[src/rtl/uart_rx_cmd_ctrl_if.sv]
// uart_rx_cmd_ctrl_if: receiver byte stream in, register/status bus out
interface uart_rx_cmd_ctrl_if;
    logic        rx_dat_ready;
    logic [7:0]  rx_dat;
    logic        rx_receiving;
    logic [31:0] regs_o;
    logic        wr_pulse;
    logic [1:0]  wr_addr;
    logic        err_pulse;
    logic [7:0]  err_cnt;
    logic        busy;
    modport master (
        output rx_dat_ready, rx_dat, rx_receiving,
        input  regs_o, wr_pulse, wr_addr, err_pulse, err_cnt, busy
    );
    modport slave (
        input  rx_dat_ready, rx_dat, rx_receiving,
        output regs_o, wr_pulse, wr_addr, err_pulse, err_cnt, busy
    );
endinterface

[src/rtl/uart_rx_cmd_ctrl.sv]
// uart_rx_cmd_ctrl: parses SYNC/ADDR/DATA/CHK frames into four 8-bit registers; optional inter-byte timeout via UART_RX_CMD_TIMEOUT_EN
module uart_rx_cmd_ctrl #(
    parameter logic [7:0] G_SYNC        = 8'hA5,
    parameter logic [7:0] G_RST_VAL     = 8'h00,
    parameter int         G_TIMEOUT_CYC = 12000
) (
    input logic               clk,
    input logic               rst,
    uart_rx_cmd_ctrl_if.slave bus
);
    typedef enum logic [1:0] {S_SYNC, S_ADDR, S_DATA, S_CHK} state_t;

    state_t      state;
    logic [1:0]  addr;
    logic [7:0]  data;
    logic [7:0]  sum;
    logic        pend_wr;
    logic        pend_err;
    logic [31:0] regs;
    logic        wr_pulse;
    logic [1:0]  wr_addr;
    logic        err_pulse;
    logic [7:0]  err_cnt;
    logic        timeout;

`ifdef UART_RX_CMD_TIMEOUT_EN
    localparam int TW = $clog2(G_TIMEOUT_CYC + 1);
    logic [TW-1:0] tmo_cnt;

    assign timeout = state != S_SYNC && !bus.rx_dat_ready && tmo_cnt == TW'(G_TIMEOUT_CYC);

    // idle-time counter, held at zero while hunting for SYNC or while a character is arriving
    always_ff @(posedge clk or posedge rst) begin
        if (rst)
            tmo_cnt <= '0;
        else if (state == S_SYNC || bus.rx_dat_ready || bus.rx_receiving || timeout)
            tmo_cnt <= '0;
        else
            tmo_cnt <= tmo_cnt + 1'b1;
    end
`else
    logic unused_tmo;
    assign timeout    = 1'b0;
    assign unused_tmo = bus.rx_receiving ^ G_TIMEOUT_CYC[0];
`endif

    // frame parser; the verdict on a frame is registered and applied one edge later
    always_ff @(posedge clk or posedge rst) begin
        if (rst) begin
            state     <= S_SYNC;
            addr      <= '0;
            data      <= '0;
            sum       <= '0;
            pend_wr   <= 1'b0;
            pend_err  <= 1'b0;
            regs      <= {4{G_RST_VAL}};
            wr_pulse  <= 1'b0;
            wr_addr   <= '0;
            err_pulse <= 1'b0;
            err_cnt   <= '0;
        end else begin
            pend_wr   <= 1'b0;
            pend_err  <= 1'b0;
            wr_pulse  <= pend_wr;
            err_pulse <= pend_err | timeout;
            if (pend_wr) begin
                regs[{addr, 3'b000} +: 8] <= data;
                wr_addr                   <= addr;
            end
            if ((pend_err | timeout) && err_cnt != 8'hFF)
                err_cnt <= err_cnt + 8'd1;
            if (timeout)
                state <= S_SYNC;
            else if (bus.rx_dat_ready) begin
                case (state)
                    S_SYNC: if (bus.rx_dat == G_SYNC) state <= S_ADDR;
                    S_ADDR: begin
                        addr <= bus.rx_dat[1:0];
                        sum  <= bus.rx_dat;
                        if (bus.rx_dat[7:2] != 6'd0) begin
                            pend_err <= 1'b1;
                            state    <= S_SYNC;
                        end else
                            state <= S_DATA;
                    end
                    S_DATA: begin
                        data  <= bus.rx_dat;
                        sum   <= sum + bus.rx_dat;
                        state <= S_CHK;
                    end
                    default: begin
                        pend_wr  <= bus.rx_dat == sum;
                        pend_err <= bus.rx_dat != sum;
                        state    <= S_SYNC;
                    end
                endcase
            end
        end
    end

    assign bus.regs_o    = regs;
    assign bus.wr_pulse  = wr_pulse;
    assign bus.wr_addr   = wr_addr;
    assign bus.err_pulse = err_pulse;
    assign bus.err_cnt   = err_cnt;
    assign bus.busy      = state != S_SYNC;
endmodule

[src/flat_wrapper.sv]
// flat-port wrapper written by rule: the top's interface ports become plain ports
module uart_rx_cmd_ctrl_flat 
#(
    parameter logic [7:0] G_SYNC        = 8'hA5,
    parameter logic [7:0] G_RST_VAL     = 8'h00,
    parameter int         G_TIMEOUT_CYC = 12000
)
  (clk, rst, bus_rx_dat_ready, bus_rx_dat, bus_rx_receiving, bus_regs_o, bus_wr_pulse, bus_wr_addr, bus_err_pulse, bus_err_cnt, bus_busy);
  uart_rx_cmd_ctrl_if bus_i ();
  input logic clk;
  input logic rst;
  input wire logic [$bits(bus_i.rx_dat_ready)-1:0] bus_rx_dat_ready;
  input wire logic [$bits(bus_i.rx_dat)-1:0] bus_rx_dat;
  input wire logic [$bits(bus_i.rx_receiving)-1:0] bus_rx_receiving;
  output wire logic [$bits(bus_i.regs_o)-1:0] bus_regs_o;
  output wire logic [$bits(bus_i.wr_pulse)-1:0] bus_wr_pulse;
  output wire logic [$bits(bus_i.wr_addr)-1:0] bus_wr_addr;
  output wire logic [$bits(bus_i.err_pulse)-1:0] bus_err_pulse;
  output wire logic [$bits(bus_i.err_cnt)-1:0] bus_err_cnt;
  output wire logic [$bits(bus_i.busy)-1:0] bus_busy;
  assign bus_i.rx_dat_ready = bus_rx_dat_ready;
  assign bus_i.rx_dat = bus_rx_dat;
  assign bus_i.rx_receiving = bus_rx_receiving;
  assign bus_regs_o = bus_i.regs_o;
  assign bus_wr_pulse = bus_i.wr_pulse;
  assign bus_wr_addr = bus_i.wr_addr;
  assign bus_err_pulse = bus_i.err_pulse;
  assign bus_err_cnt = bus_i.err_cnt;
  assign bus_busy = bus_i.busy;
  uart_rx_cmd_ctrl #(.G_SYNC(G_SYNC), .G_RST_VAL(G_RST_VAL), .G_TIMEOUT_CYC(G_TIMEOUT_CYC)) u_core (.clk(clk), .rst(rst), .bus(bus_i));
endmodule
[config.mk]
export PLATFORM = sky130hd
export DESIGN_NAME = uart_rx_cmd_ctrl_flat
export DESIGN_NICKNAME = d
export VERILOG_FILES = /design/src/rtl/uart_rx_cmd_ctrl_if.sv /design/src/rtl/uart_rx_cmd_ctrl.sv /design/src/flat_wrapper.sv
export SDC_FILE = /design/constraint.sdc
export NUM_CORES = 1
export LEC_CHECK = 0
export CAP_MARGIN = 15
export CORE_UTILIZATION = 47
export CTS_CLUSTER_DIAMETER = 40
export DETAILED_ROUTE_END_ITERATION = 10
export PLACE_DENSITY = 0.8
export RECOVER_POWER = 25
export SYNTH_ARGS = -nofsm -noshare
export SYNTH_HDL_FRONTEND = slang
export SYNTH_SLANG_ARGS = --single-unit
[constraint.sdc]
create_clock -name clk -period 2 [get_ports clk]
set_input_delay 0.4 -clock clk [delete_from_list [all_inputs] [get_ports clk]]
set_output_delay 0.4 -clock clk [all_outputs]
set_load 0.005 [all_outputs]
==> Word level (Yosys, flattened, before mapping) <==
Cells that the tools add are included.
{ "word_totals": {"reg_bits": 66, "mem_bits_rw": 0, "latch_bits": 0, "rom_bits": 0, "mem_count": 0} }
{ "op_classes": {"order_cmp": 0, "add_sub_neg": 3, "n_reduce_logical": 11, "multipliers": 0, "n_div": 0, "shift": 2, "eq_ne": 7, "bitwise": 0, "n_mux": 10} }
{ "op_table": {"columns": ["cell", "n"], "rows": [
  ["bitwise mux 32 bit", 1],
  ["variable shift 8 x 7 -> 32 bit, first input constant", 1],
  ["variable part select 8 x 7 -> 32 bit", 1],
  ["case mux 8 bit (2 select lines)", 1],
  ["adder 8 x 1 -> 8 bit, second input constant", 1],
  ["adder 8 bit", 1],
  ["== test 8 bit", 1],
  ["== test 8 bit, second input constant", 1],
  ["inequality test 8 bit", 1],
  ["inequality test 8 bit, second input constant", 1],
  ["AND reduction 2 bit", 4],
  ["negator 5 -> 7 bit", 1],
  ["case mux 2 bit (3 select lines)", 1],
  ["nonzero test 6 bit", 1],
  ["2-to-1 mux 1 bit", 4],
  ["2-to-1 mux 2 bit", 2],
  ["nonzero test 2 bit", 2],
  ["OR reduction 3 bit", 1],
  ["== test 2 x 1 -> 1 bit, second input constant", 1],
  ["== test 2 bit, second input constant", 1],
  ["logical NOT 2 bit", 1],
  ["inequality test 2 x 1 -> 1 bit, second input constant", 1],
  ["case mux 1 bit (2 select lines)", 1],
  ["OR reduction 2 bit", 1],
  ["logical AND 1 bit", 1]
]} }

==> Longest topological paths before layout <==
Gate-level depths: netlist (run 1).
{ "depth": {"depth_word": 4, "depth_mapped": 8, "depth_no_buf": 8} }

==> Least setup slack after synthesis (run 1) <==
Ideal clock, no wire load.
{ "synth_path": {"path_type": "input to register", "from": "input bus_rx_dat[0]", "to": "register u_core.sum[6]", "t_arrival_ps": 1888, "slack_ps": 43, "cell_stages": 8, "cell_sequence": "ha_1 inv_1 fa_1 nor2b_4 o31a_1 o21a_1 or4_1 nand3_1"} }
{ "synth_via": {"elab_chain_cells": 2} }
{ "synth_lines": {"columns": ["element", "line_no", "rtl"], "rows": [
  ["from (decl)", "flat_wrapper.sv:13", "input wire logic [$bits(bus_i.rx_dat)-1:0] bus_rx_dat;"],
  ["adder 8 bit", "uart_rx_cmd_ctrl.sv:88", "sum <= sum + bus.rx_dat;"],
  ["case mux 8 bit (2 select lines)", "uart_rx_cmd_ctrl.sv:75", "case (state)"],
  ["to (signal assigned)", "uart_rx_cmd_ctrl.sv:79", "sum <= bus.rx_dat;"],
  ["to (signal assigned)", "uart_rx_cmd_ctrl.sv:88", null],
  ["to (decl)", "uart_rx_cmd_ctrl.sv:16", "logic [7:0] sum;"]
]} }
No other way between the ends.
A chain may end at the register's enable or synchronous reset.

==> Final worst setup path (run 1) <==
{ "layout_path": {"from": "register u_core.state[1]", "to": "output bus_busy"} }
{ "layout_via": {"elab_chain_cells": 1} }
{ "layout_lines": {"columns": ["element", "line_no", "rtl"], "rows": [
  ["from (decl)", "uart_rx_cmd_ctrl.sv:13", "state_t state;"],
  ["from (signal assigned)", "uart_rx_cmd_ctrl.sv:50", "state <= S_SYNC;"],
  ["from (signal assigned)", "uart_rx_cmd_ctrl.sv:73", "state <= S_SYNC;"],
  ["from (signal assigned)", "uart_rx_cmd_ctrl.sv:76", "S_SYNC: if (bus.rx_dat == G_SYNC) state <= S_ADDR;"],
  ["nonzero test 2 bit", "uart_rx_cmd_ctrl.sv:106", "assign bus.busy = state != S_SYNC;"],
  ["to (decl)", "flat_wrapper.sv:20", "output wire logic [$bits(bus_i.busy)-1:0] bus_busy;"]
]} }
No other way between the ends.

==> qor.csv, run 1 <==
metric,value,unit
number of global-route vias before repair,2358,
GP Congestion,0.829,
fin cells,436,
Slew headroom,42.5,%
met1 Use GR,28.3,%
CTS Buffer Depth,2,
final setup violating endpoints,0,
WS Path Type,flip-flop to output pin,
synthesized flop and latch total,66,
Row Count,29,
Synth Area in Simple Gates,12.4,%
Worst Hold End,u_core.bus.err_pulse,
critical path's largest stage delay,0.50,ns
Synth area leaders,"dfrtp_1, a22o_1, ha_1",
Netlist Area Pre-Place,3100,um^2
top cell type by total area after synthesis,dfrtp_1,
XOR/XNOR Fraction of Synth Area,2.55,%
DR iter-0 viols,102,
initial antenna violation count,0,
Root Buffer,clkbuf_8,
path depth of the worst reg2reg path,8,
placed cell count,417,
Starting Density,48.7,%
met2 usage,35.1,%
crit start category,flip-flop,
Post-Syn Instances,259,
Syn. warnings,0,
total power,4.88,mW
average size of a mapped cell,12.0,um^2
CP max stage cell,clkdlybuf4s50_1,
LEAKAGE,1.97,nW
"Cell Chain, Critical Path","inv_2, ha_1, inv_1, clkdlybuf4s50_1",
CTS tree,done,
worst endpoint required time,1.60,ns
Sink Count,66,
Max-Cap Viols,0,
RSZ-0062 raised after global routing,false,
"Area growth, synth to finish",38.3,%
hold path depth,0,
Worst Hold Class,flip-flop to flip-flop,
Crit path arrival time,1.53,ns
Fill cells,468,
design area,4280,um^2
post-synthesis adder-cell area fraction,7.92,%
CP startpoint,u_core.state[1],
clk slew on worst S/H paths,0.07,ns
post-synth top area share,53.4,%
hold path start,u_core.pend_err,
Crit. End Element,output pin,
"EDFF count, synth",0,
vias,2414,
largest net degree at the start of global routing,67,
multiplexer share of the synthesized area,5.58,%
GRT Util Overall,21.4,%
via/cell ratio,5.54,
"Seq/Total Area, Yosys",53.4,%
peak supply drop,647,uV
core area,6350,um^2
reg2reg start,u_core.sum[0],
share of layout cells above drive strength 1,20.9,%
final core utilization,67.4,%
global-route wire length before repair,11500,um
post-route ant nets,0,
Final Max Tran Viols,0,
Layout Skew,0.00933,ns
Die X-Extent,83.2,um
Inserted Diodes,0,
crit path time final,1.93,ns
worst-margin pin slew,0.862,ns
WL final,6780,um
post-route clock period utilization,96.6,%
placed wire-length estimate,4910,um
Peak Freq,518,MHz
largest family of logic cells by synthesized area,compound AO/OA/AOI/OAI gates,
nets,386,
Buffers on Ports,55,
Power Dens Cells,1140,nW/um^2
Hold Fails Final Rpt,0,
met3 Use GR,4.97,%
DRC,0,
worst skew pair latency,0.34,ns
total congestion overflow,0,
Post-synth ARST share,100,%
chip height,83.2,um
R2R Setup Slk,0.07,ns
DR WL/cell,15.5,um
Crit Path Max Fanout,4,
full die area,6910,um^2
placed instance area,3970,um^2
gr busiest metal,met2,
TritonCTS Buffers,9,
prevailing post-synth register cell,dfrtp_1,
Hold Slack,0.424,ns
post-synthesis compound-gate area fraction,16.1,%
Synth cell types,42,
outcome,"complete, no violations",
H-tree depth,3,
Ports,57,
FF-to-FF End,u_core.sum[6],
"CP delay by family, top",buffers and inverters,
syn_nets,290,
DR pass1 iterations,4,
"Buf+Inv Stages, Crit Path",3,
final cells by class:
| type | count | area [um^2] | area share, % |
|---|---|---|---|
| clock buffers | 11 | 151 | 3.54 |
| clock inverters | 4 | 98.8 | 2.31 |
| inverters | 9 | 37.5 | 0.877 |
| multi-input cells | 179 | 1410 | 33.0 |
| flip-flops and latches | 66 | 1650 | 38.6 |
| well taps | 77 | 96.3 | 2.25 |
| repair buffers | 90 | 832 | 19.4 |
cell families (layout without fill, tap and decap cells):
group / after synthesis / in the layout
multiplexers: 16 / 16
adder cells (fa/ha/maj): 19 / 19
AO/OA/AOI/OAI: 68 / 68
flip-flops: 66 / 66
buffers and inverters: 14 / 114
AND/OR/NAND/NOR: 67 / 67
XOR/XNOR: 9 / 9
cells in the mapped netlist, types with 3 or more instances:
master and number:
a211oi_1 3, a21oi_1 8, a22o_1 33, dfrtp_1 66, ha_1 18, inv_1 9
mux2_2 10, mux2i_1 6, nand2_1 25, nand3_1 5, nand4_1 3, nor2_1 7
nor3_1 4, nor3b_1 6, nor4_1 3, nor4b_2 3, o21a_1 4, o21ai_0 15
xnor2_1 6, xor2_1 3
placed cells by master (no fill, tap or decap), types with 2 or more instances in the layout:
| cell type | netlist | final |
|---|---|---|
| bufinv_16 | 0 | 3 |
| a22o_1 | 33 | 33 |
| clkbuf_8 | 0 | 11 |
| buf_4 | 1 | 33 |
| o21ai_0 | 15 | 15 |
| nand2_1 | 25 | 25 |
| inv_2 | 0 | 3 |
| ha_4 | 0 | 2 |
| nor3b_1 | 6 | 6 |
| nor4_1 | 3 | 3 |
| xnor2_1 | 6 | 6 |
| mux2_2 | 10 | 10 |
| nand4_1 | 3 | 3 |
| o21a_1 | 4 | 4 |
| mux2i_1 | 6 | 6 |
| dlymetal6s2s_1 | 0 | 3 |
| nor3_1 | 4 | 4 |
| nor4b_2 | 3 | 3 |
| dfrtp_1 | 66 | 66 |
| nor2_1 | 7 | 7 |
| clkdlybuf4s50_1 | 0 | 50 |
| nand3_1 | 5 | 5 |
| a211oi_1 | 3 | 2 |
| ha_1 | 18 | 15 |
| xor2_1 | 3 | 3 |
| a21oi_1 | 8 | 8 |
| inv_1 | 9 | 5 |
metal layers:
layer	vias up	share of wire (%)
met4	0	0.71
met5	-	0
li1	1157	-
met1	1190	45
met3	5	3.8
met2	62	50
sequential cells by signal (all words and copies together) (netlist names):
name / cells
u_core.state: 2
u_core.data: 8
u_core.pend_wr: 1
u_core.pend_err: 1
u_core.sum: 8
u_core.bus.err_cnt: 8
u_core.bus.wr_pulse: 1
u_core.bus.regs_o: 32
u_core.bus.err_pulse: 1
u_core.bus.wr_addr: 2
u_core.addr: 2
what timing repair did:
item,CTS,global route
resized for setup,5,7
endpoints found under the setup margin,2,4
buffers inserted,2,2
endpoints found under the hold margin,0,0
hold buffers,0,0
pin swaps,2,9
metrics by stage:
stage	TNS (ns)	worst slack [ns]
finish	0	0.0677
global route	0	0.00146
CTS	0	0.00478
detailed placement	-1.85	-0.474
global placement	-1.55	-0.418
floorplan	0	0.0434
power breakdown:
group          internal [mW]  switching, mW
Combinational          0.863          0.711
Clock                  0.892          0.500
Sequential              1.59          0.319
worst max path at each step:
stage | endpoint | slack, ns | cells past startpoint
3_5_place_dp | u_core.sum[6] | -0.47 | 9
2_1_floorplan | u_core.sum[6] | 0.04 | 8
5_1_grt | bus_busy | 0.001 | 4
3_3_place_gp | u_core.sum[6] | -0.42 | 9
4_1_cts | u_core.sum[7] | 0.005 | 8
6_report | bus_busy | 0.07 | 4
worst register-to-register path, cell delays in order, from the launching register on:
cell	delay (ns)
dfrtp_1	0.39
ha_2	0.19
inv_2	0.05
fa_2	0.22
nor2b_4	0.05
o31a_1	0.28
o21a_1	0.19
or4_1	0.39
nand3_1	0.09
Note: power is estimated with default switching activity, not from simulation.
==> run 2: changes to the inputs <==
- CORE_UTILIZATION: 47 -> 41
- PLACE_DENSITY: 0.8 -> 0.72
- SLEW_MARGIN: default -> 30
==> run 2 against run 1 <==
Sequential power hardly changed. Worst hold slack worse by 0.015 ns. Register-to-register slack lost 0.02 ns. Sequential cell count did not move. Clock skew is 0.00058 ns lower. First-iteration DRC count shrank 7.8%. Combinational power barely moved. Power shrank 7.3%. Sequential share of layout area increased by 0.36 points. Via count down 0.25%.
==> qor.csv, run 2 (synthesis results as in run 1) <==
metric,value,unit
outcome,"complete, no violations",
GP Congestion,0.860,
Slew headroom,41.7,%
Power Dens Cells,1070,nW/um^2
Crit path arrival time,2.22,ns
H-tree depth,3,
DR pass1 iterations,4,
placed instance area,4000,um^2
"commonest non-fill, non-tap cell in the layout",dfrtp_1,
number of global-route vias before repair,2366,
Starting Density,42.5,%
Peak Freq,514,MHz
CTS tree,done,
Die X-Extent,88.9,um
Max-Cap Viols,0,
design area,4240,um^2
GRT Util Overall,19.0,%
Buffers on Ports,55,
full die area,7900,um^2
WL final,6920,um
Row Count,31,
CTS Buffer Depth,2,
Hold Fails Final Rpt,0,
crit path time final,1.95,ns
nets,386,
placed wire-length estimate,5090,um
worst-margin pin slew,0.875,ns
peak supply drop,696,uV
fin cells,459,
Crit Path Max Fanout,2,
LEAKAGE,1.92,nW
clk slew on worst S/H paths,0.08,ns
worst skew pair latency,0.34,ns
share of layout cells above drive strength 1,21.1,%
Placement Setup Slack,-0.505,ns
DR iter-0 viols,94,
Largest register FFs,32,
"commonest non-fill, non-tap cells in the layout","dfrtp_1, clkdlybuf4s50_1, buf_4",
initial antenna violation count,0,
via/cell ratio,5.25,
Root Buffer,clkbuf_8,
Final Max Tran Viols,0,
RSZ-0062 raised after global routing,true,
Inserted Diodes,0,
post-route clock period utilization,97.4,%
post-route ant nets,0,
placed cell count,441,
largest net degree at the start of global routing,67,
CTS Hold Buffers Added,0,
Layout Skew,0.00875,ns
core area,7290,um^2
vias,2408,
Crit. End Element,flip-flop,
Worst Hold Class,flip-flop to flip-flop,
global-route wire length before repair,11300,um
DRC,0,
TritonCTS Buffers,9,
WS Path Type,flip-flop to flip-flop,
total congestion overflow,0,
worst endpoint required time,2.28,ns
Ports,57,
worst setup margin,0.0526,ns
chip height,88.9,um
"Area growth, synth to finish",37.0,%
Sink Count,66,
DR WL/cell,15.1,um
final setup violating endpoints,0,
crit start category,flip-flop,
-- run 2: per-layer routing --
metal | part of all wire (%) | up-vias | track usage, %
met5 | 0 | - | 0
met3 | 4.9 | 11 | 5.08
met2 | 48 | 57 | 31.5
li1 | - | 1153 | -
met4 | 1.0 | 0 | 6.60
met1 | 46 | 1187 | 24.2
-- run 2: power breakdown --
| part | leakage [nW] | internal [mW] | total [mW] | switching [mW] |
|---|---|---|---|---|
| sequential | 0.878 | 1.59 | 1.89 | 0.303 |
| combinational | 0.955 | 0.849 | 1.59 | 0.744 |
| clock | 0.0848 | 0.470 | 1.03 | 0.562 |
-- run 2: final cells by class --
class	count	area [um^2]
timing repair buffer	90	818
clock inverter	7	60.1
inverter	9	37.5
sequential	66	1650
multi-input combinational	179	1430
tap	99	124
fill	650	3050
clock buffer	9	124
-- run 2: final timing paths --
check | cells after the start | to | startpoint | slack (ns)
min in group asynchronous | 3 | u_core.bus.wr_addr[1] | rst | 0.87
max reg2reg | 8 | u_core.sum[6] | u_core.sum[0] | 0.05
min reg2reg | 0 | u_core.bus.err_pulse | u_core.pend_err | 0.41
min | 0 | u_core.bus.err_pulse | u_core.pend_err | 0.41
max in group asynchronous | 3 | u_core.bus.err_cnt[0] | rst | 0.58
max | 8 | u_core.sum[6] | u_core.sum[0] | 0.05
-- run 2: critical path: stages (launching register included) --
cell,delay [ns]
dfrtp_1,0.39
ha_2,0.20
inv_2,0.06
fa_2,0.23
nor2b_4,0.05
o31a_1,0.29
o21a_1,0.20
or4_1,0.39
nand3_1,0.09
-- run 2: repair_timing --
item	4_1_cts	5_1_grt
endpoints found under the setup margin	2	3
pin swaps	2	6
resized for setup	6	7
buffers inserted	2	0
-- run 2: through the flow --
stage	setup TNS, ns	total power, mW	util (%)	hold slack, ns
after floorplan	0	2.78	-	0.349
after detailed placement	-2.28	3.42	54.9	0.391
after global placement	-1.76	3.35	54.9	0.387
after global routing	-0.0256	4.86	58.2	0.422
after CTS	0	4.50	57.8	0.412
final	0	4.52	58.2	0.409
